[src/rtl/nmc_ctrl_pkg.sv]
// Shared definitions for the NMC layer controller: FSM state encoding and the
// default ReLU pipeline latency of the NMC datapath.
package nmc_ctrl_pkg;

    localparam int RELU_LAT_DEF = 2;

    typedef enum logic [2:0] {
        ST_IDLE  = 3'd0,
        ST_ACC   = 3'd1,
        ST_DRAIN = 3'd2,
        ST_WB    = 3'd3,
        ST_FIN   = 3'd4
    } state_t;

endpackage

[src/rtl/nmc_tile_cnt.sv]
// Issued/received partial-sum counters for one output group, limiting the
// CIM macro to at most two outstanding tile requests.
module nmc_tile_cnt #(
    parameter int TILE_W = 5
) (
    input  logic              clk,
    input  logic              rst_n,
    input  logic              clr,
    input  logic              en,
    input  logic [TILE_W-1:0] tiles,
    input  logic              rx_valid,
    output logic              issue,
    output logic              last_rx
);

    logic [TILE_W-1:0] issued;
    logic [TILE_W-1:0] received;
    logic              rx;

    // issued never trails received, so the modular difference is the outstanding count
    assign issue   = en && (issued < tiles) && ((issued - received) < TILE_W'(2));
    assign rx      = en && rx_valid && (received < tiles);
    assign last_rx = rx && ((received + TILE_W'(1)) == tiles);

    // NOTE: sequential state uses non-blocking assignments so every flop samples pre-edge values.
    always_ff @(posedge clk or negedge rst_n) begin
        if (!rst_n) begin
            issued   <= '0;
            received <= '0;
        end else if (clr) begin
            issued   <= '0;
            received <= '0;
        end else begin
            if (issue) issued   <= issued + TILE_W'(1);
            if (rx)    received <= received + TILE_W'(1);
        end
    end

endmodule

[src/rtl/nmc_ctrl.sv]
// Layer sequencer for one NMC group: gathers cfg_tiles partial sums per output
// group from the CIM macro, waits out the ReLU pipeline, then writes back.
module nmc_ctrl
    import nmc_ctrl_pkg::*;
#(
    parameter int DIM      = 64,
    parameter int TILE_W   = 5,
    parameter int OUT_W    = 8,
    parameter int RELU_LAT = RELU_LAT_DEF
) (
    input  logic              clk,
    input  logic              rst_n,
    input  logic              start,
    input  logic [TILE_W-1:0] cfg_tiles,
    input  logic [OUT_W-1:0]  cfg_outs,
    input  logic [OUT_W-1:0]  cfg_base,
    output logic              cim_req,
    input  logic              cim_valid,
    output logic              aggre_en,
    output logic              relu_out_en,
    output logic              wb_valid,
    input  logic              wb_ready,
    output logic [OUT_W-1:0]  wb_addr,
    output logic              busy,
    output logic              done
);

    localparam int DRAIN_W = (RELU_LAT > 1) ? $clog2(RELU_LAT) : 1;

    if (RELU_LAT < 1 || DIM < 1) begin : g_param_check
        $error("nmc_ctrl: RELU_LAT and DIM must be at least 1");
    end

    state_t             state;
    logic [TILE_W-1:0]  tiles_q;
    logic [OUT_W-1:0]   outs_left;
    logic [OUT_W-1:0]   wb_addr_q;
    logic [DRAIN_W-1:0] drain_cnt;
    logic               done_q;
    logic               cnt_clr;
    logic               last_rx;

    // Counters restart at every layer launch and every completed write-back.
    assign cnt_clr = (state == ST_IDLE) || (state == ST_WB && wb_ready);

    nmc_tile_cnt #(.TILE_W(TILE_W)) u_tile_cnt (
        .clk      (clk),
        .rst_n    (rst_n),
        .clr      (cnt_clr),
        .en       (state == ST_ACC),
        .tiles    (tiles_q),
        .rx_valid (cim_valid),
        .issue    (cim_req),
        .last_rx  (last_rx)
    );

    assign aggre_en    = (state == ST_ACC) && cim_valid;
    assign relu_out_en = last_rx;
    assign wb_valid    = (state == ST_WB);
    assign wb_addr     = wb_addr_q;
    assign busy        = (state != ST_IDLE);
    assign done        = done_q;

    always_ff @(posedge clk or negedge rst_n) begin
        if (!rst_n) begin
            state     <= ST_IDLE;
            tiles_q   <= '0;
            outs_left <= '0;
            wb_addr_q <= '0;
            drain_cnt <= '0;
            done_q    <= 1'b0;
        end else begin
            done_q <= (state == ST_FIN);
            case (state)
                ST_IDLE: begin
                    if (start) begin
                        tiles_q   <= (cfg_tiles == '0) ? TILE_W'(1) : cfg_tiles;
                        outs_left <= cfg_outs;
                        wb_addr_q <= cfg_base;
                        state     <= (cfg_outs != '0) ? ST_ACC : ST_FIN;
                    end
                end
                ST_ACC: begin
                    if (last_rx) begin
                        drain_cnt <= DRAIN_W'(RELU_LAT - 1);
                        state     <= ST_DRAIN;
                    end
                end
                ST_DRAIN: begin
                    if (drain_cnt == '0) state     <= ST_WB;
                    else                 drain_cnt <= drain_cnt - DRAIN_W'(1);
                end
                ST_WB: begin
                    if (wb_ready) begin
                        if (outs_left == OUT_W'(1)) begin
                            state <= ST_FIN;
                        end else begin
                            outs_left <= outs_left - OUT_W'(1);
                            wb_addr_q <= wb_addr_q + OUT_W'(1);
                            state     <= ST_ACC;
                        end
                    end
                end
                ST_FIN:  state <= ST_IDLE;
                default: state <= ST_IDLE;
            endcase
        end
    end

endmodule

[config.mk]
export PLATFORM = sky130hd
export DESIGN_NAME = nmc_ctrl
export DESIGN_NICKNAME = d
export VERILOG_FILES = /design/src/rtl/nmc_ctrl_pkg.sv /design/src/rtl/nmc_tile_cnt.sv /design/src/rtl/nmc_ctrl.sv
export SDC_FILE = /design/constraint.sdc
export NUM_CORES = 1
export LEC_CHECK = 0
export ABC_AREA = 1
export CORE_MARGIN = 2
export CORE_UTILIZATION = 59
export CTS_BUF_LIST = sky130_fd_sc_hd__clkbuf_4 sky130_fd_sc_hd__clkbuf_8 sky130_fd_sc_hd__clkbuf_16
export CTS_CLUSTER_DIAMETER = 50
export DETAILED_ROUTE_END_ITERATION = 8
export PLACE_DENSITY = 0.88
export SKIP_CTS_REPAIR_TIMING = 1
export SYNTH_ARGS = -nofsm -noshare
export SYNTH_HDL_FRONTEND = slang
export SYNTH_HIERARCHICAL = 1
export SYNTH_SLANG_ARGS = --single-unit
[constraint.sdc]
create_clock -name clk -period 3.3 [get_ports clk]
set_input_delay 0.33 -clock clk [delete_from_list [all_inputs] [get_ports clk]]
set_output_delay 0.33 -clock clk [all_outputs]
set_load 0.01 [all_outputs]
Yosys cells after proc, flatten, opt, wreduce, memory -nomap -nowiden
Index checks and enable logic that the tools add are counted.

operators by class
  add/sub/neg operators = 6
  order comparisons = 3
  equal/unequal tests = 11
  multiplexer cells = 23
  reduce and logical (&&, ||, !) cells = 19

operators by type and width
  kind                                                 number
  two-way mux 8 bit                                    6
  case mux 8 bit (2 select lines)                      2
  two-way mux 5 bit                                    5
  two-way mux 3 bit                                    6
  case mux 3 bit (4 select lines)                      1
  adder 5 x 1 -> 5 bit (second input constant)         2
  < comparator 5 bit                                   2
  adder 8 x 1 -> 8 bit (second input constant)         1
  == test 8 x 1 -> 1 bit (second input constant)       1
  != test 2 bit (second input constant)                4
  AND reduction 4 bit                                  2
  nonzero test 2 bit                                   4
  nonzero test 8 bit                                   1
  subtractor 8 x 1 -> 8 bit (second input constant)    1
  == test 3 x 2 -> 1 bit (second input constant)       2
  logical AND 1 bit                                    6
  == test 5 bit                                        1
  zero test 5 bit                                      1
  < comparator 5 x 2 -> 1 bit (second input constant)  1
  subtractor 5 bit                                     1
  AND reduction 2 bit                                  2
  == test 3 x 1 -> 1 bit (second input constant)       1
  == test 3 bit (second input constant)                1
  zero test 3 bit                                      1
  6 further kinds                                      7

storage, ports and cells
  bits in registers = 36
  output and inout port bits = 14

Depth between registers and ports, before layout
Gate-level depths: netlist of the first run.

  word-level depth = 6
  gate-level depth with buffers = 12
  depth with buffers taken out = 12

Cells and area by module
The synthesis of the first run kept the hierarchy.

by module, submodules not included
  module        times used  cells an instance  area an instance (um^2)  sequential area each (um^2)
  nmc_ctrl      1           245                1,654.1                  650.6
  nmc_tile_cnt  1           151                1,092.3                  250.2

Least setup slack after synthesis of the first run
No wires, ideal clock.

  path kind = register to register
  from = register tiles_q[2]
  to = register state[2]
  data arrival time = 1.839 ns
  slack = 1.390 ns
  cell stages (with the launch flop) = 12
  buffers on the path = 0
  cells stage by stage = dfrtp_1 > inv_1 > ha_1 > nand2_1 > inv_2 > o21ai_1 > nand4_2 > nor2_1 > o21ai_0 > nor2_1 > nand2_1 > nor2_1

between the ends
  word-level cells in the longest chain between the ends = 5

RTL lines
  item                                      line                text
  from (decl)                               nmc_ctrl.sv:35      logic [TILE_W-1:0] tiles_q;
  from (signal assigned)                    nmc_ctrl.sv:77      tiles_q <= (cfg_tiles == '0) ? TILE_W'(1) : cfg_tiles;
  < comparator 5 bit                        nmc_tile_cnt.sv:22  assign rx = en && rx_valid && (received < tiles);
  logical AND 1 bit                         nmc_tile_cnt.sv:22
  logical AND 1 bit (*)                     nmc_tile_cnt.sv:23  assign last_rx = rx && ((received + TILE_W'(1)) == tiles);
  via relu_out_en                           nmc_ctrl.sv:20      output logic relu_out_en,
  != test 2 bit (no source line) (*)        --
  AND reduction 4 bit (no source line) (*)  --
  to (signal assigned)                      nmc_ctrl.sv:80      state <= (cfg_outs != '0) ? ST_ACC : ST_FIN;
  to (decl)                                 nmc_ctrl.sv:34      state_t state;

Mark *: on every way through the listed nets, which the timed path passes. The rest lies on a longest branch.
A chain may end at the register's enable or synchronous reset.

Worst setup path in the final report of the first run
  from = register u_tile_cnt.issued[0]
  to = output port cim_req

between the ends
  word-level cells in the longest chain between the ends = 3

RTL lines
  item                                                                     line                text
  from (decl)                                                              nmc_tile_cnt.sv:16  logic [TILE_W-1:0] issued;
  from (signal assigned)                                                   nmc_tile_cnt.sv:34  if (issue) issued <= issued + TILE_W'(1);
  subtractor 5 bit / < comparator 5 bit (equally long branches)            nmc_tile_cnt.sv:21  assign issue = en && (issued < tiles) && ((issued - received) < TILE_W'(2));
  < comparator 5 x 2 -> 1 bit / logical AND 1 bit (equally long branches)  nmc_tile_cnt.sv:21
  logical AND 1 bit (*)                                                    nmc_tile_cnt.sv:21
  to (decl)                                                                nmc_ctrl.sv:17      output logic cim_req,

Every way passes the cells marked *; elsewhere a longest branch is shown, timed or not.

==> results of run 1 <==
==> sequential cells by signal (all words and copies together) (netlist names) <==
register / cells
outs_left: 8
wb_addr: 8
tiles_q: 5
u_tile_cnt/issued: 5
u_tile_cnt/received: 5
state: 3
done: 1
drain_cnt: 1
==> per-layer routing <==
layer  wire length, um  track usage, %
met5                 0               0
met4               103            8.60
met3               246            4.03
met2              3210            49.1
met1              2580            29.7
==> synthesized netlist by cell type, types with 2 or more instances <==
library cell / count / area share [%]
a21oi_1: 4 / 0.73
a31oi_1: 2 / 0.46
buf_4: 2 / 0.55
buf_6: 2 / 0.82
clkbuf_1: 2 / 0.27
clkinv_1: 2 / 0.27
dfrtp_1: 36 / 33
ha_1: 17 / 7.7
inv_1: 42 / 5.7
inv_2: 6 / 0.82
nand2_1: 146 / 20
nand2_2: 7 / 1.6
nand2_4: 4 / 1.6
nand3_1: 35 / 6.4
nand3b_1: 4 / 1.1
nand4_1: 9 / 2.0
nor2_1: 30 / 4.1
nor2_2: 2 / 0.46
nor3_1: 2 / 0.36
o21ai_0: 15 / 2.7
o21ai_1: 3 / 0.55
o21bai_1: 2 / 0.55
xor2_1: 7 / 2.2
==> per-stage QoR <==
step	total power, mW	cell area, um^2
6_report	2.66	3240
5_1_grt	2.91	3240
4_1_cts	2.66	3240
3_5_place_dp	2.30	3140
3_3_place_gp	2.24	3140
2_1_floorplan	1.91	2750
==> final cells by class <==
| class | instances | area [um^2] | share of cell area [%] |
|---|---|---|---|
| multi-input cells | 302 | 1590 | 49.2 |
| flip-flops and latches | 36 | 901 | 27.8 |
| inverters | 50 | 188 | 5.79 |
| repair buffers | 40 | 398 | 12.3 |
| clock buffers | 7 | 96.3 | 2.97 |
| well taps | 52 | 65.1 | 2.01 |
==> worst register-to-register path, cell delays in order (launching register included) <==
cell and delay [ns]:
dfrtp_1 0.43, ha_1 0.28, nand3_1 0.12, xor2_1 0.30
nor2_1 0.09, nor2_1 0.12, nand3_1 0.09, nor2_1 0.18
o21ai_0 0.16, nor2_1 0.20, o21ai_0 0.12, nand2_1 0.07
==> final timing paths <==
kind                       cells after the start                   start      endpoint
setup reg to reg                              11  u_tile_cnt/received[0]      state[0]
setup / recovery                              10    u_tile_cnt/issued[0]       cim_req
hold reg to reg                                2            outs_left[7]  outs_left[7]
max in group asynchronous                      2                   rst_n    tiles_q[3]
hold / removal                                 2                   rst_n  outs_left[4]
min in group clk                               2            outs_left[7]  outs_left[7]
==> power groups by stage <==
| stage | clock network, mW | registers [mW] | logic (mW) |
|---|---|---|---|
| 6_report | 0.344 | 0.800 | 1.51 |
| 5_1_grt | 0.366 | 0.828 | 1.72 |
| 4_1_cts | 0.351 | 0.797 | 1.51 |
| 3_5_place_dp | 0 | 0.802 | 1.50 |
| 3_3_place_gp | 0 | 0.796 | 1.44 |
| 2_1_floorplan | 0 | 0.779 | 1.13 |
==> cells by family after synthesis <==
kind of cell               count (synthesis)  synth area share (%)
xor gates and xnor gates                   8                  2.55
and+or+nand+nor                          246                  40.7
adders and majority gates                 18                  8.47
buffers and inverters                     58                  9.20
AOI/OAI and AO/OA                         30                  6.24
DFF                                       36                  32.8
==> flow_metrics.py, run 1 <==
metrics = {
    "status": {
        "outcome": "finished clean",
    },
    "place": {
        "place_ws_ns": 0.798,
        "globalplace.congestion": 0.873,
        "dp_cells": 480,
        "dp_hpwl_um": 4590,
        "numPortBuffers": 39,
    },
    "routing": {
        "drc": 0,
        "ant_nets": 0,
        "dr.pass1.iters": 4,
        "detail_route.vias_per_cell": 5.38,
        "via_count": 2618,
        "first_iter_violations": 203,
        "routed_wl_um": 6140,
        "wl_per_cell_um": 12.6,
    },
    "logic_synthesis": {
        "ys_seq_elements": 36,
        "syn_nets": 440,
        "synthCells": 396,
        "synth-edff-count": 0,
        "ys_types": 38,
        "synth-seq-area-share_pct": 32.8,
        "synthFlopType": "dfrtp_1",
        "synth_area_per_cell_um2": 6.94,
        "synth_warnings": 6,
        "postSynth.asyncResetShare_pct": 100,
        "synth_area_um2": 2750,
    },
    "clock_network": {
        "clk_latency_ns": 0.29,
        "cts_buffers": 5,
        "clock-sinks": 36,
        "cts_tree": "built",
        "clk_pin_slew_ns": 0.07,
        "htree_num_levels": 2,
        "cts_max_path_buffers": 2,
        "root_buffer": "clkbuf_8",
    },
    "final_layout": {
        "fin_cells": 487,
        "area_growth_pct": 18.0,
        "diodes": 0,
        "nFillCells": 351,
        "drive_gt1_share_pct": 8.28,
        "final_cell_mix": "nand2_1 (146), inv_1 (42), clkdlybuf4s50_1 (39)",
        "postLayoutCoreUtil_pct": 73.4,
        "layout_commonest_cell": "nand2_1",
        "nNetsFinal": 479,
    },
    "power_and_ir_drop": {
        "seq_power_share_pct": 30.1,
        "p_int_mw": 1.36,
        "p_per_area_nw_per_um2": 820,
        "irDropWorstVdd_uv": 476,
        "power_leakage_nw": 1.70,
        "p_clk_share_pct": 13.0,
        "swShare_pct": 48.8,
        "p_sw_mw": 1.30,
        "comb_power_share_pct": 56.9,
    },
    "setup_path": {
        "crit_path_top_delay_cell": "clkdlybuf4s50_1",
        "path_max_fanout": 6,
        "cp.buffers_inverters": 3,
        "crit_family": "buffers and inverters",
        "cp_cell_sequence": "inv_2, nand2_1, fa_1, xor2_1, nor2_2, nand2_4, nor2_8, nand2_4, inv_2, clkdlybuf4s50_1",
        "rrSetupSlack_ns": 1.08,
        "worst_path_largest_cell_delay_ns": 0.52,
        "worst_ep_arrival_time_ns": 2.51,
        "critPathKind": "reg -> out",
        "cp-start-kind": "register",
        "worstSetupEndpointType": "output port",
        "cp_data_required_time_ns": 2.97,
    },
    "grt": {
        "antenna_found_initial": 0,
        "grt_first_pass_wirelength_um": 10800,
        "grt_pass1_vias": 2494,
        "grt_start_max_net_pins": 37,
        "grt.total_usage_pct": 26.0,
        "grt_overflow_total": 0,
    },
    "die": {
        "row_count": 24,
        "io_pins": 40,
        "fp.dieH_um": 72.2,
        "design.core.area_um2": 4410,
        "die_w_um": 72.2,
        "die_area_um2": 5220,
        "initial_core_util_pct": 62.2,
    },
    "sta": {
        "period_share_pct": 86.2,
        "tightest_slew_ns": 0.649,
        "finClkSkew_ns": 0.00608,
        "setup_slack_ns": 0.455,
        "slew_viol_final": 0,
        "holdWs_ns": 0.461,
        "slew_headroom_pct": 56.7,
        "min_period_ns": 2.84,
        "setup_violations": 0,
        "tns_ns": 0,
        "rsz0062_at_grt": "no",
        "hold_viol_final": 0,
        "fmax_mhz": 352,
    },
    "job": {
        "maxCapViolations": 0,
    },
    "worst_hold_path": {
        "hold_path_class": "in -> async",
    },
}
(Power assumes the default switching activity.)
==> run 2, diff against run 1 <==
--- a/config.mk
+++ b/config.mk
@@ -6,6 +6,7 @@
 export NUM_CORES = 1
 export LEC_CHECK = 0
 export ABC_AREA = 1
+export ABC_CLOCK_PERIOD_IN_PS = 3300
 export CORE_MARGIN = 2
 export CORE_UTILIZATION = 59
 export CTS_BUF_LIST = sky130_fd_sc_hd__clkbuf_4 sky130_fd_sc_hd__clkbuf_8 sky130_fd_sc_hd__clkbuf_16
==> results of run 2 <==
Same layout as run 1: the final DEF is identical, and so are final timing and power.
==> run 3, diff against run 2 <==
--- a/config.mk
+++ b/config.mk
@@ -12,7 +12,9 @@
 export CTS_BUF_LIST = sky130_fd_sc_hd__clkbuf_4 sky130_fd_sc_hd__clkbuf_8 sky130_fd_sc_hd__clkbuf_16
 export CTS_CLUSTER_DIAMETER = 50
 export DETAILED_ROUTE_END_ITERATION = 8
+export GPL_TIMING_DRIVEN = 0
 export PLACE_DENSITY = 0.88
+export SETUP_SLACK_MARGIN = 0.02
 export SKIP_CTS_REPAIR_TIMING = 1
 export SYNTH_ARGS = -nofsm -noshare
 export SYNTH_HDL_FRONTEND = slang
==> flow_metrics.py, run 3 (synthesis results as in run 1) <==
metrics = {
    "place": {
        "globalplace.congestion": 0.914,
        "dp_hpwl_um": 4700,
        "numPortBuffers": 39,
    },
    "setup_path": {
        "reg2reg_from": "tiles_q[4]",
        "critPathKind": "reg -> out",
        "crit_path_top_delay_cell": "clkdlybuf4s50_1",
        "crit_family": "buffers and inverters",
        "worst_path_largest_cell_delay_ns": 0.52,
        "worstSetupStartpoint": "u_tile_cnt/issued[0]",
        "path_max_fanout": 6,
        "cp_data_required_time_ns": 2.97,
        "cp.buffers_inverters": 4,
        "worstSetupEndpointType": "output port",
        "cp_cell_sequence": "inv_2, nand2_1, fa_1, inv_1, nand3_1, nor2_2, nand2_4, nor2_8, nand2_4, inv_2, clkdlybuf4s50_1",
        "cp-start-kind": "register",
        "worst_ep_arrival_time_ns": 2.51,
    },
    "sta": {
        "finClkSkew_ns": 0.00465,
        "tns_ns": 0,
        "fmax_mhz": 352,
        "period_share_pct": 86.2,
        "rsz0062_at_grt": "no",
        "setup_violations": 0,
        "holdWs_ns": 0.133,
        "tightest_slew_ns": 0.807,
        "hold_viol_final": 0,
        "slew_viol_final": 0,
        "min_period_ns": 2.84,
        "slew_headroom_pct": 46.2,
    },
    "routing": {
        "routed_wl_um": 6130,
        "detail_route.vias_per_cell": 5.32,
        "dr.pass1.iters": 4,
        "drc": 0,
        "wl_met1_um": 2620,
        "first_iter_violations": 145,
        "wl_met2_um": 3170,
        "wl_per_cell_um": 12.4,
        "ant_nets": 0,
        "highest_layer": "met4",
        "dr_wl_met3_um": 208,
        "via_count": 2631,
    },
    "worst_hold_path": {
        "hold_path_class": "in -> async",
    },
    "die": {
        "design.core.area_um2": 4410,
        "fp.dieH_um": 72.2,
        "row_count": 24,
        "die_area_um2": 5220,
        "initial_core_util_pct": 62.2,
        "io_pins": 40,
        "die_w_um": 72.2,
    },
    "grt": {
        "grt.total_usage_pct": 25.8,
        "grt_overflow_total": 0,
        "grt_pass1_vias": 2596,
        "antenna_found_initial": 0,
        "grt_start_max_net_pins": 37,
        "grt_first_pass_wirelength_um": 10800,
    },
    "final_layout": {
        "area_growth_pct": 20.0,
        "final_cell_mix": "nand2_1 (146), inv_1 (42), clkdlybuf4s50_1 (38)",
        "diodes": 0,
        "nNetsFinal": 486,
        "layout_commonest_cell": "nand2_1",
        "drive_gt1_share_pct": 9.71,
        "multi_input_area_um2": 1590,
        "nFillCells": 352,
        "seqCellArea_um2": 901,
    },
    "power_and_ir_drop": {
        "seq_power_share_pct": 29.4,
        "p_sw_mw": 1.31,
        "irDropWorstVdd_uv": 472,
        "swShare_pct": 48.0,
        "p_clk_share_pct": 12.4,
        "power_leakage_nw": 1.74,
        "comb_power_share_pct": 58.2,
        "p_per_area_nw_per_um2": 829,
        "p_int_mw": 1.42,
    },
    "clock_network": {
        "cts_buffers": 5,
        "cts_max_path_buffers": 2,
        "htree_num_levels": 2,
        "root_buffer": "clkbuf_8",
        "cts_tree": "built",
        "clock-sinks": 36,
        "clk_latency_ns": 0.28,
        "clk_pin_slew_ns": 0.07,
    },
    "job": {
        "maxCapViolations": 0,
    },
    "status": {
        "outcome": "finished clean",
    },
}
## run 3: final cells by class
| type | instances | area share (%) |
|---|---|---|
| multi-input combinational | 302 | 48.3 |
| sequential | 36 | 27.3 |
| timing repair buffer | 39 | 11.7 |
| inverter | 50 | 5.70 |
| clock buffer | 8 | 2.96 |
| buffer | 8 | 1.97 |
| tap | 52 | 1.97 |
## run 3: worst paths after layout
| kind | end | slack [ns] | depth (start not counted) |
|---|---|---|---|
| max in group asynchronous | u_tile_cnt/issued[1] | 2.65 | 1 |
| worst min register to register | outs_left[7] | 0.49 | 2 |
| worst max-delay path | cim_req | 0.46 | 11 |
| worst max register to register | state[0] | 1.10 | 11 |
| worst min-delay path | outs_left[2] | 0.13 | 1 |
| min in group clk | outs_left[7] | 0.49 | 2 |
## run 3: power groups by stage
| stage | combinational (mW) | sequential, mW | clock (mW) |
|---|---|---|---|
| final | 1.59 | 0.804 | 0.339 |
| after global routing | 1.81 | 0.827 | 0.360 |
| after CTS | 1.59 | 0.800 | 0.345 |
| after detailed placement | 1.58 | 0.804 | 0 |
| after global placement | 1.53 | 0.798 | 0 |
| after floorplan | 1.13 | 0.779 | 0 |
## run 3: per-stage QoR
stage / util, % / cell area (um^2) / power, mW / instances / setup slack, ns
2_1_floorplan: - / 2750 / 1.91 / 396 / 1.39
3_3_place_gp: 72.5 / 3200 / 2.32 / 487 / 0.792
3_5_place_dp: 72.4 / 3200 / 2.38 / 487 / 0.765
4_1_cts: 74.6 / 3290 / 2.74 / 495 / 0.445
5_1_grt: 74.6 / 3290 / 3.00 / 495 / 0.303
6_report: 74.6 / 3290 / 2.73 / 495 / 0.456
## run 3: per-layer routing
metal	up-vias	track usage (%)
met2	61	47.4
met3	14	4.31
met5	-	0
li1	1350	-
met1	1206	30.1
met4	0	9.43
